===== src/rtl/alarm_pkg.sv =====
// Shared state encodings and default 50 MHz dwell constants for the arming controller.
package alarm_pkg;
  localparam logic [2:0] ST_DISARMED   = 3'd0;
  localparam logic [2:0] ST_EXIT_DELAY = 3'd1;
  localparam logic [2:0] ST_ARMED      = 3'd2;
  localparam logic [2:0] ST_ENTRY_DELAY= 3'd3;
  localparam logic [2:0] ST_ALARM      = 3'd4;

  localparam longint unsigned DEF_EXIT_CYCLES  = 64'd500_000_000;
  localparam longint unsigned DEF_ENTRY_CYCLES = 64'd500_000_000;
  localparam longint unsigned DEF_ALARM_CYCLES = 64'hFFFF_FFFF;
endpackage


===== src/rtl/sensor_sync.sv =====
// Two-flop synchronizer for asynchronous level inputs, synchronous active-low reset.
module sensor_sync #(
  parameter int W = 1
) (
  input  logic         clk,
  input  logic         rst_n,
  input  logic [W-1:0] d,
  output logic [W-1:0] q
);
  logic [W-1:0] meta_q, sync_q;

  always_ff @(posedge clk) begin
    if (!rst_n) begin
      meta_q <= '0;
      sync_q <= '0;
    end else begin
      meta_q <= d;
      sync_q <= meta_q;
    end
  end

  assign q = sync_q;
endmodule


===== src/rtl/alarm_arm_ctrl.sv =====
// Arming/trip FSM: exit delay, armed, entry delay, alarm with auto re-arm.
// Optional panic input enabled with macro ALARM_PANIC_EN.
module alarm_arm_ctrl
  import alarm_pkg::*;
#(
  parameter int              N_SENSORS    = 4,
  parameter int              CNT_W        = 32,
  parameter longint unsigned EXIT_CYCLES  = DEF_EXIT_CYCLES,
  parameter longint unsigned ENTRY_CYCLES = DEF_ENTRY_CYCLES,
  parameter longint unsigned ALARM_CYCLES = DEF_ALARM_CYCLES
) (
  input  logic                 clk,
  input  logic                 rst_n,
  input  logic                 arm_req,
  input  logic                 code_ok,
  input  logic [N_SENSORS-1:0] sensor,
`ifdef ALARM_PANIC_EN
  input  logic                 panic,
`endif
  output logic                 sys_active,
  output logic                 armed,
  output logic                 delay_active,
  output logic [2:0]           state,
  output logic [N_SENSORS-1:0] trip_zone,
  output logic                 arm_fault
);
  localparam logic [CNT_W-1:0] EXIT_LIM  = CNT_W'(EXIT_CYCLES - 64'd1);
  localparam logic [CNT_W-1:0] ENTRY_LIM = CNT_W'(ENTRY_CYCLES - 64'd1);
  localparam logic [CNT_W-1:0] ALARM_LIM = CNT_W'(ALARM_CYCLES - 64'd1);

  logic [N_SENSORS-1:0] sensor_s;
  logic [2:0]           state_q, state_d;
  logic [CNT_W-1:0]     timer_q, timer_d;
  logic [N_SENSORS-1:0] trip_q, trip_d;
  logic                 fault_q, fault_d;
  logic                 sys_active_q, armed_q, delay_q;
  logic                 tmo;

  sensor_sync #(.W(N_SENSORS)) u_sensor_sync (
    .clk(clk), .rst_n(rst_n), .d(sensor), .q(sensor_s)
  );

`ifdef ALARM_PANIC_EN
  logic panic_s;
  sensor_sync #(.W(1)) u_panic_sync (
    .clk(clk), .rst_n(rst_n), .d(panic), .q(panic_s)
  );
`endif

  always_comb begin
    tmo = 1'b0;
    case (state_q)
      ST_EXIT_DELAY:  tmo = (timer_q == EXIT_LIM);
      ST_ENTRY_DELAY: tmo = (timer_q == ENTRY_LIM);
      ST_ALARM:       tmo = (timer_q == ALARM_LIM);
      default:        tmo = 1'b0;
    endcase
  end

  always_comb begin
    state_d = state_q;
    trip_d  = trip_q;
    fault_d = 1'b0;
    case (state_q)
      ST_DISARMED: begin
        if (arm_req) begin
          if (sensor_s == '0) state_d = ST_EXIT_DELAY;
          else                fault_d = 1'b1;
        end
      end
      ST_EXIT_DELAY: begin
        if (code_ok)  state_d = ST_DISARMED;
        else if (tmo) state_d = ST_ARMED;
      end
      ST_ARMED: begin
        if (code_ok) state_d = ST_DISARMED;
        else if (sensor_s != '0) begin
          state_d = ST_ENTRY_DELAY;
          trip_d  = sensor_s;
        end
      end
      ST_ENTRY_DELAY: begin
        if (code_ok) state_d = ST_DISARMED;
        else begin
          trip_d = trip_q | sensor_s;
          if (tmo) state_d = ST_ALARM;
        end
      end
      ST_ALARM: begin
        if (code_ok)  state_d = ST_DISARMED;
        else if (tmo) state_d = ST_ARMED;
      end
      default: state_d = ST_DISARMED;
    endcase
`ifdef ALARM_PANIC_EN
    // Panic loses only to code_ok; zones latched so far are preserved.
    if (panic_s && !code_ok && state_q != ST_ALARM) begin
      state_d = ST_ALARM;
      trip_d  = trip_q;
      fault_d = 1'b0;
    end
`endif
    if (state_d == ST_DISARMED || state_d == ST_EXIT_DELAY) trip_d = '0;

    if (state_d != state_q) timer_d = '0;
    else if (state_q == ST_EXIT_DELAY || state_q == ST_ENTRY_DELAY || state_q == ST_ALARM)
      timer_d = timer_q + 1'b1;
    else timer_d = '0;
  end

  // Outputs are decoded from next state so they line up with state_q.
  always_ff @(posedge clk) begin
    if (!rst_n) begin
      state_q      <= ST_DISARMED;
      timer_q      <= '0;
      trip_q       <= '0;
      fault_q      <= 1'b0;
      sys_active_q <= 1'b0;
      armed_q      <= 1'b0;
      delay_q      <= 1'b0;
    end else begin
      state_q      <= state_d;
      timer_q      <= timer_d;
      trip_q       <= trip_d;
      fault_q      <= fault_d;
      sys_active_q <= (state_d == ST_ALARM);
      armed_q      <= (state_d == ST_ARMED) || (state_d == ST_ENTRY_DELAY) || (state_d == ST_ALARM);
      delay_q      <= (state_d == ST_EXIT_DELAY) || (state_d == ST_ENTRY_DELAY);
    end
  end

  assign state        = state_q;
  assign trip_zone    = trip_q;
  assign arm_fault    = fault_q;
  assign sys_active   = sys_active_q;
  assign armed        = armed_q;
  assign delay_active = delay_q;
endmodule

===== config.mk =====
export PLATFORM = sky130hd
export DESIGN_NAME = alarm_arm_ctrl
export DESIGN_NICKNAME = d
export VERILOG_FILES = /design/src/rtl/alarm_pkg.sv /design/src/rtl/sensor_sync.sv /design/src/rtl/alarm_arm_ctrl.sv
export SDC_FILE = /design/constraint.sdc
export NUM_CORES = 1
export LEC_CHECK = 0
export ABC_AREA = 0
export CAP_MARGIN = 20
export CORE_MARGIN = 5
export CORE_UTILIZATION = 55
export DETAILED_ROUTE_END_ITERATION = 7
export DONT_BUFFER_PORTS = 1
export PLACE_DENSITY = 0.75
export SLEW_MARGIN = 40
export SYNTH_ARGS = -nofsm -noshare
export SYNTH_HDL_FRONTEND = slang
export SYNTH_SLANG_ARGS = --single-unit
export TNS_END_PERCENT = 20

===== constraint.sdc =====
create_clock -name clk -period 2.9 [get_ports clk]
set_input_delay 0 -clock clk [delete_from_list [all_inputs] [get_ports clk]]
set_output_delay 0 -clock clk [all_outputs]
set_load 0.01 [all_outputs]

# After elaboration in Yosys (flattened, before gate mapping)
# Cells that the tools add are included.
classes:
  addsub: 1
  eq_ne: 14
  muxes: 15
  n_bitwise: 3
  n_reduce_logical: 17
ops:
  columns: ["operator", "count"]
  rows:
  - ["$add A32 B1 Y32 const B", 1]
  - ["$eq A32 B29 Y1 const B", 1]
  - ["$eq A32 B32 Y1 const B", 1]
  - ["$mux W3", 8]
  - ["$eq A3 B2 Y1 const B", 4]
  - ["$mux W4", 3]
  - ["$pmux W3 S4", 1]
  - ["$pmux W4 S2", 1]
  - ["$eq A3 B1 Y1 const B", 2]
  - ["$eq A3 B3 Y1 const B", 2]
  - ["$logic_not A3 Y1", 2]
  - ["$logic_or A1 B1 Y1", 6]
  - ["$ne A2 B2 Y1 const B", 3]
  - ["$reduce_or A2 Y1", 3]
  - ["$logic_not A4 Y1", 1]
  - ["$or A4 B4 Y4", 1]
  - ["$reduce_and A4 Y1", 1]
  - ["$reduce_bool A4 Y1", 1]
  - ["$ne A3 B3 Y1", 1]
  - ["$reduce_and A3 Y1", 1]
  - ["$reduce_or A3 Y1", 1]
  - ["$not A1 Y1", 2]
  - ["$pmux W1 S2", 1]
  - ["$reduce_bool A2 Y1", 1]
  - ["$mux W1", 1]
totals:
  register_bits: 51
  in_bits: 8
  output_inout_bits: 11
  wordCells: 59

# Logic depth before layout (Yosys ltp)
depth:
  ltp_word: 9
  depth_mapped: 7
  depth_no_buf: 6

# Cells and area by module
# From an unflattened synthesis, not the netlist that was laid out.
unflattened:
  cells_unflattened: 247
  hier_area_um2: 2263.4
modules_own_cells:
  columns: ["module", "instances", "cells_per_inst", "area_per_inst_um2", "seq_area_each_um2"]
  rows:
  - ["alarm_arm_ctrl", 1, 231, 2053.2, 860.8]
  - ["sensor_sync", 1, 16, 210.2, 160.2]

# Worst setup path after synthesis
# No wires, ideal clock.
synth_path:
  path_type: "reg2reg"
  startpoint: "register state_q[2], in the netlist state[2]"
  endpoint: "register state_q[1], in the netlist state[1]"
  setup_time_ns: 0.120
  arrival_ns: 2.504
  t_required_ns: 2.780
  slack_ns: 0.277
  stages_incl_launch_ff: 7
  path_buffers: 1
  synth_period_minus_slack_ns: 2.623
  cell_sequence: "dfxtp_1 -> or3b_1 -> buf_2 -> or4_1 -> a2111oi_2 -> mux2_2 -> o31a_1"
synth_between:
  elab_chain_cells: 6
  elab_cells_between_ends: 13
  cone_classes: "4 x eq/ne; 6 x mux; 3 x reduce/logical"
synth_rtl:
  columns: ["element", "line", "text"]
  rows:
  - ["start: declaration", "alarm_arm_ctrl.sv:32", "logic [2:0] state_q, state_d;"]
  - ["start signal: assignment", "alarm_arm_ctrl.sv:122", "state_q <= state_d;"]
  - ["$eq A3 B1 Y1 / $eq A3 B2 Y1 (equally long branches)", "alarm_arm_ctrl.sv:52, alarm_arm_ctrl.sv:64", null]
  - ["$reduce_or A2 Y1 (no line)", null, null]
  - ["$pmux W1 S2", "alarm_arm_ctrl.sv:52", "case (state_q)"]
  - ["$mux W3, on equally long branches", "alarm_arm_ctrl.sv:73, alarm_arm_ctrl.sv:91, alarm_arm_ctrl.sv:86", null]
  - ["$mux W3, on equally long branches", "alarm_arm_ctrl.sv:90, alarm_arm_ctrl.sv:83", null]
  - ["$pmux W3 S4 *", "alarm_arm_ctrl.sv:64", "case (state_q)"]
# Mark *: on every way between the ends. The rest lies on a longest branch, timed or not.
# A chain may end at the register's enable or synchronous reset.

# Worst setup path in the final report
layout_path:
  startpoint: "register state_q[1], in the netlist state[1]"
  endpoint: "register state_q[1], in the netlist state[1]"
# Same word-level chain as after synthesis.

==> results.yml <==
clock_tree:
  numCtsBuffers: 5
  tritoncts: "built"
  root_buffer: "clkbuf_8"
  cts_buffer_depth: 2
  cts_setup_buffers: 0
  cts_resized: 0
  clock-sinks: 51
  clkTransAtPathRegs_ns: 0.08
  htree_levels: 2
  clk_latency_ns: 0.29
yosys:
  yosysWarnings: 0
  yosysTopAreaCellShare_pct: 45.3
  syn_nets: 265
  synthCells: 256
  synth_seq_area_share_pct: 45.3
  synth_ff_type: "dfxtp_1"
  mappedNetlistArea_sq_mm: 0.00225
  netlist_top_cells_area: "dfxtp_1 45%, xnor2_1 6.6%, nor2_1 6.5%"
  synth_edf_count: 0
  synthArstFlopShare_pct: 0
  yosys-top-cells-count: "51 x dfxtp_1, 39 x nor2_1, 18 x nand2_1"
  yosysMostFrequentCell: "dfxtp_1"
  synth_top_area_cell: "dfxtp_1"
  yosysUniqueCellTypes: 41
  ys_ff_latch: 51
  avgSynthCellArea_sq_um: 8.81
place:
  routabilityCongestion: 0.758
  dp_cells: 302
  io_buffers: 0
  place_hpwl_um: 2890
detailed_routing:
  final_antenna_net_count: 0
  dr_total_vias: 1747
  drc_errors: 0
  finalWirelength_um: 4070
  viasPerCell: 5.53
  wire_per_inst_um: 12.9
  first_pass_iters: 4
  drt_first_iter_violations: 94
power:
  p_clk_share_pct: 38.0
  p_int_mw: 0.981
  p_per_area_mw_per_mm2: 489
  sw_frac_of_total_pct: 19.4
  power_switching_mw: 0.235
  max-vdd-ir-drop_uv: 249
  seq_power_share_pct: 58.6
  p_leak_nw: 0.769
  p_comb_share_pct: 3.4
worst_setup_path:
  cp.required_ns: 3.09
  r2r-start: "state[1]"
  critPathMaxFanout: 9
  start_kind: "register"
  cp-end-kind: "register"
  cp-startpoint: "state[1]"
  crit_arrival_ns: 2.78
  crit_type: "register to register"
worst_hold_path:
  min-delay-start: "code_ok"
  hold_path_class: "primary input to register"
sta:
  whs_ns: 0.0243
  relSlewSlack_pct: 57.2
  final.setup.tns_ns: 0
  rsz0062_at_grt: "false"
  worst_slew_pin_slew_ns: 0.636
  finalCriticalPeriod_ns: 2.59
  hold_viol: 0
  max_freq_mhz: 386
  fin_crit_sh_pct: 89.4
  clock_skew_ns: 0.00889
  setup_viol: 0
  maxSlewViolCount: 0
final_layout:
  drive_above_1_share_pct: 7.14
  antenna_cells: 0
  stdcell_count: 316
  syn_to_final_growth_pct: 10.2
  fin_nets: 275
  multi_input_comb_area_sq_mm: 0.00115
  num-fill-cells: 357
  regArea_sq_mm: 0.00102
run_status:
  status: "finished clean"
run:
  cap_viol_max_count: 0
die:
  num_rows: 23
  dieArea_sq_mm: 0.00548
  die_w_um: 74.0
  core_area_sq_mm: 0.00400
  die_h_um: 74.0
  start_util_pct: 56.4
  ioPinCount: 19
global_route:
  antenna_found_initial: 0
  track_usage_pct: 16.6
  gr-total-overflow: 0
  grt_pass1_vias: 1526
  grt_max_degree: 33
  grt_pass1_wl_um: 7050
[routing by layer]
layer,GRT usage [%],up-vias,routed length [um]
li1,-,908,-
met2,24.3,41,1810
met1,22.7,794,1950
met3,4.73,4,251
met4,7.44,0,58
met5,0,-,0
[power groups by stage]
stage | sequential, mW | clock (mW) | combinational (mW)
after floorplan | 0.730 | 0 | 0.0252
after global placement | 0.730 | 0 | 0.0311
after detailed placement | 0.730 | 0 | 0.0316
after CTS | 0.713 | 0.473 | 0.0414
after global routing | 0.714 | 0.499 | 0.0468
final | 0.713 | 0.462 | 0.0411
[critical path, cell delays in order (launching register included)]
cell and delay, ns:
dfxtp_1 0.41, or3b_1 0.40, or4_1 0.56, a2111oi_2 0.45
mux2_2 0.38, o31a_1 0.28
[final timing paths]
check | to | slack, ns | depth (start not counted)
worst max-delay path | state[1] | 0.31 | 5
worst min-delay path | delay_active | 0.02 | 3
worst max register to register | state[1] | 0.31 | 5
worst min register to register | u_sensor_sync.q[3] | 0.44 | 1
[what timing repair did]
action                     in CTS  in global routing
hold buffers                    7                  0
setup endpoints to repair       0                  0
hold endpoints to repair       19                  0
[cell usage in the layout, fill, tap and decap left out, drive strengths merged, types with 5 or more instances in the layout]
master | synthesis | layout
a21oi | 9 | 9
and2 | 10 | 10
and4 | 5 | 5
buf | 5 | 6
clkbuf | 5 | 6
dfxtp | 51 | 51
dlygate4sd3 | 0 | 7
inv | 6 | 6
nand2 | 18 | 18
nand3 | 12 | 12
nand4 | 13 | 13
nor2 | 39 | 39
nor2b | 5 | 5
nor3 | 8 | 8
o21ai | 8 | 8
xnor2 | 17 | 17
xor2 | 9 | 9
[area by class of cell]
cell class / instances / area share, %
Clock inverter: 1 / 1.21
Timing Repair Buffer: 13 / 5.14
Multi-Input combinational cell: 189 / 46.2
Tap cell: 50 / 2.52
Inverter: 6 / 0.906
Sequential cell: 51 / 41.1
Clock buffer: 6 / 2.92
[logic make-up (layout without fill, tap and decap cells)]
| logic type | after synthesis | count (layout) | synth area share, % |
|---|---|---|---|
| simple gates | 133 | 133 | 31.0 |
| flops | 51 | 51 | 45.3 |
| buf+inv | 16 | 26 | 3.77 |
| fa+ha+maj | 1 | 1 | 0.555 |
| mux | 2 | 2 | 0.943 |
| compound gates | 27 | 27 | 8.32 |
| xor+xnor | 26 | 26 | 10.1 |
[per-stage QoR]
| step | utilization (%) | total power, mW | instance area, sq um | worst slack (ns) |
|---|---|---|---|---|
| after CTS | 62.1 | 1.23 | 2480 | 0.285 |
| final | 62.1 | 1.22 | 2480 | 0.307 |
| after global routing | 62.1 | 1.26 | 2480 | 0.164 |
| after global placement | 57.8 | 0.761 | 2310 | 0.401 |
| after detailed placement | 57.8 | 0.761 | 2310 | 0.295 |
| after floorplan | - | 0.755 | 2250 | 0.277 |
[registers in the layout, summed over array words and instances (netlist names)]
| signal | count |
|---|---|
| timer_q | 32 |
| trip_zone | 4 |
| u_sensor_sync.meta_q | 4 |
| u_sensor_sync.q | 4 |
| state | 3 |
| arm_fault | 1 |
| armed | 1 |
| delay_active | 1 |
| sys_active | 1 |
(Power assumes the default switching activity.)
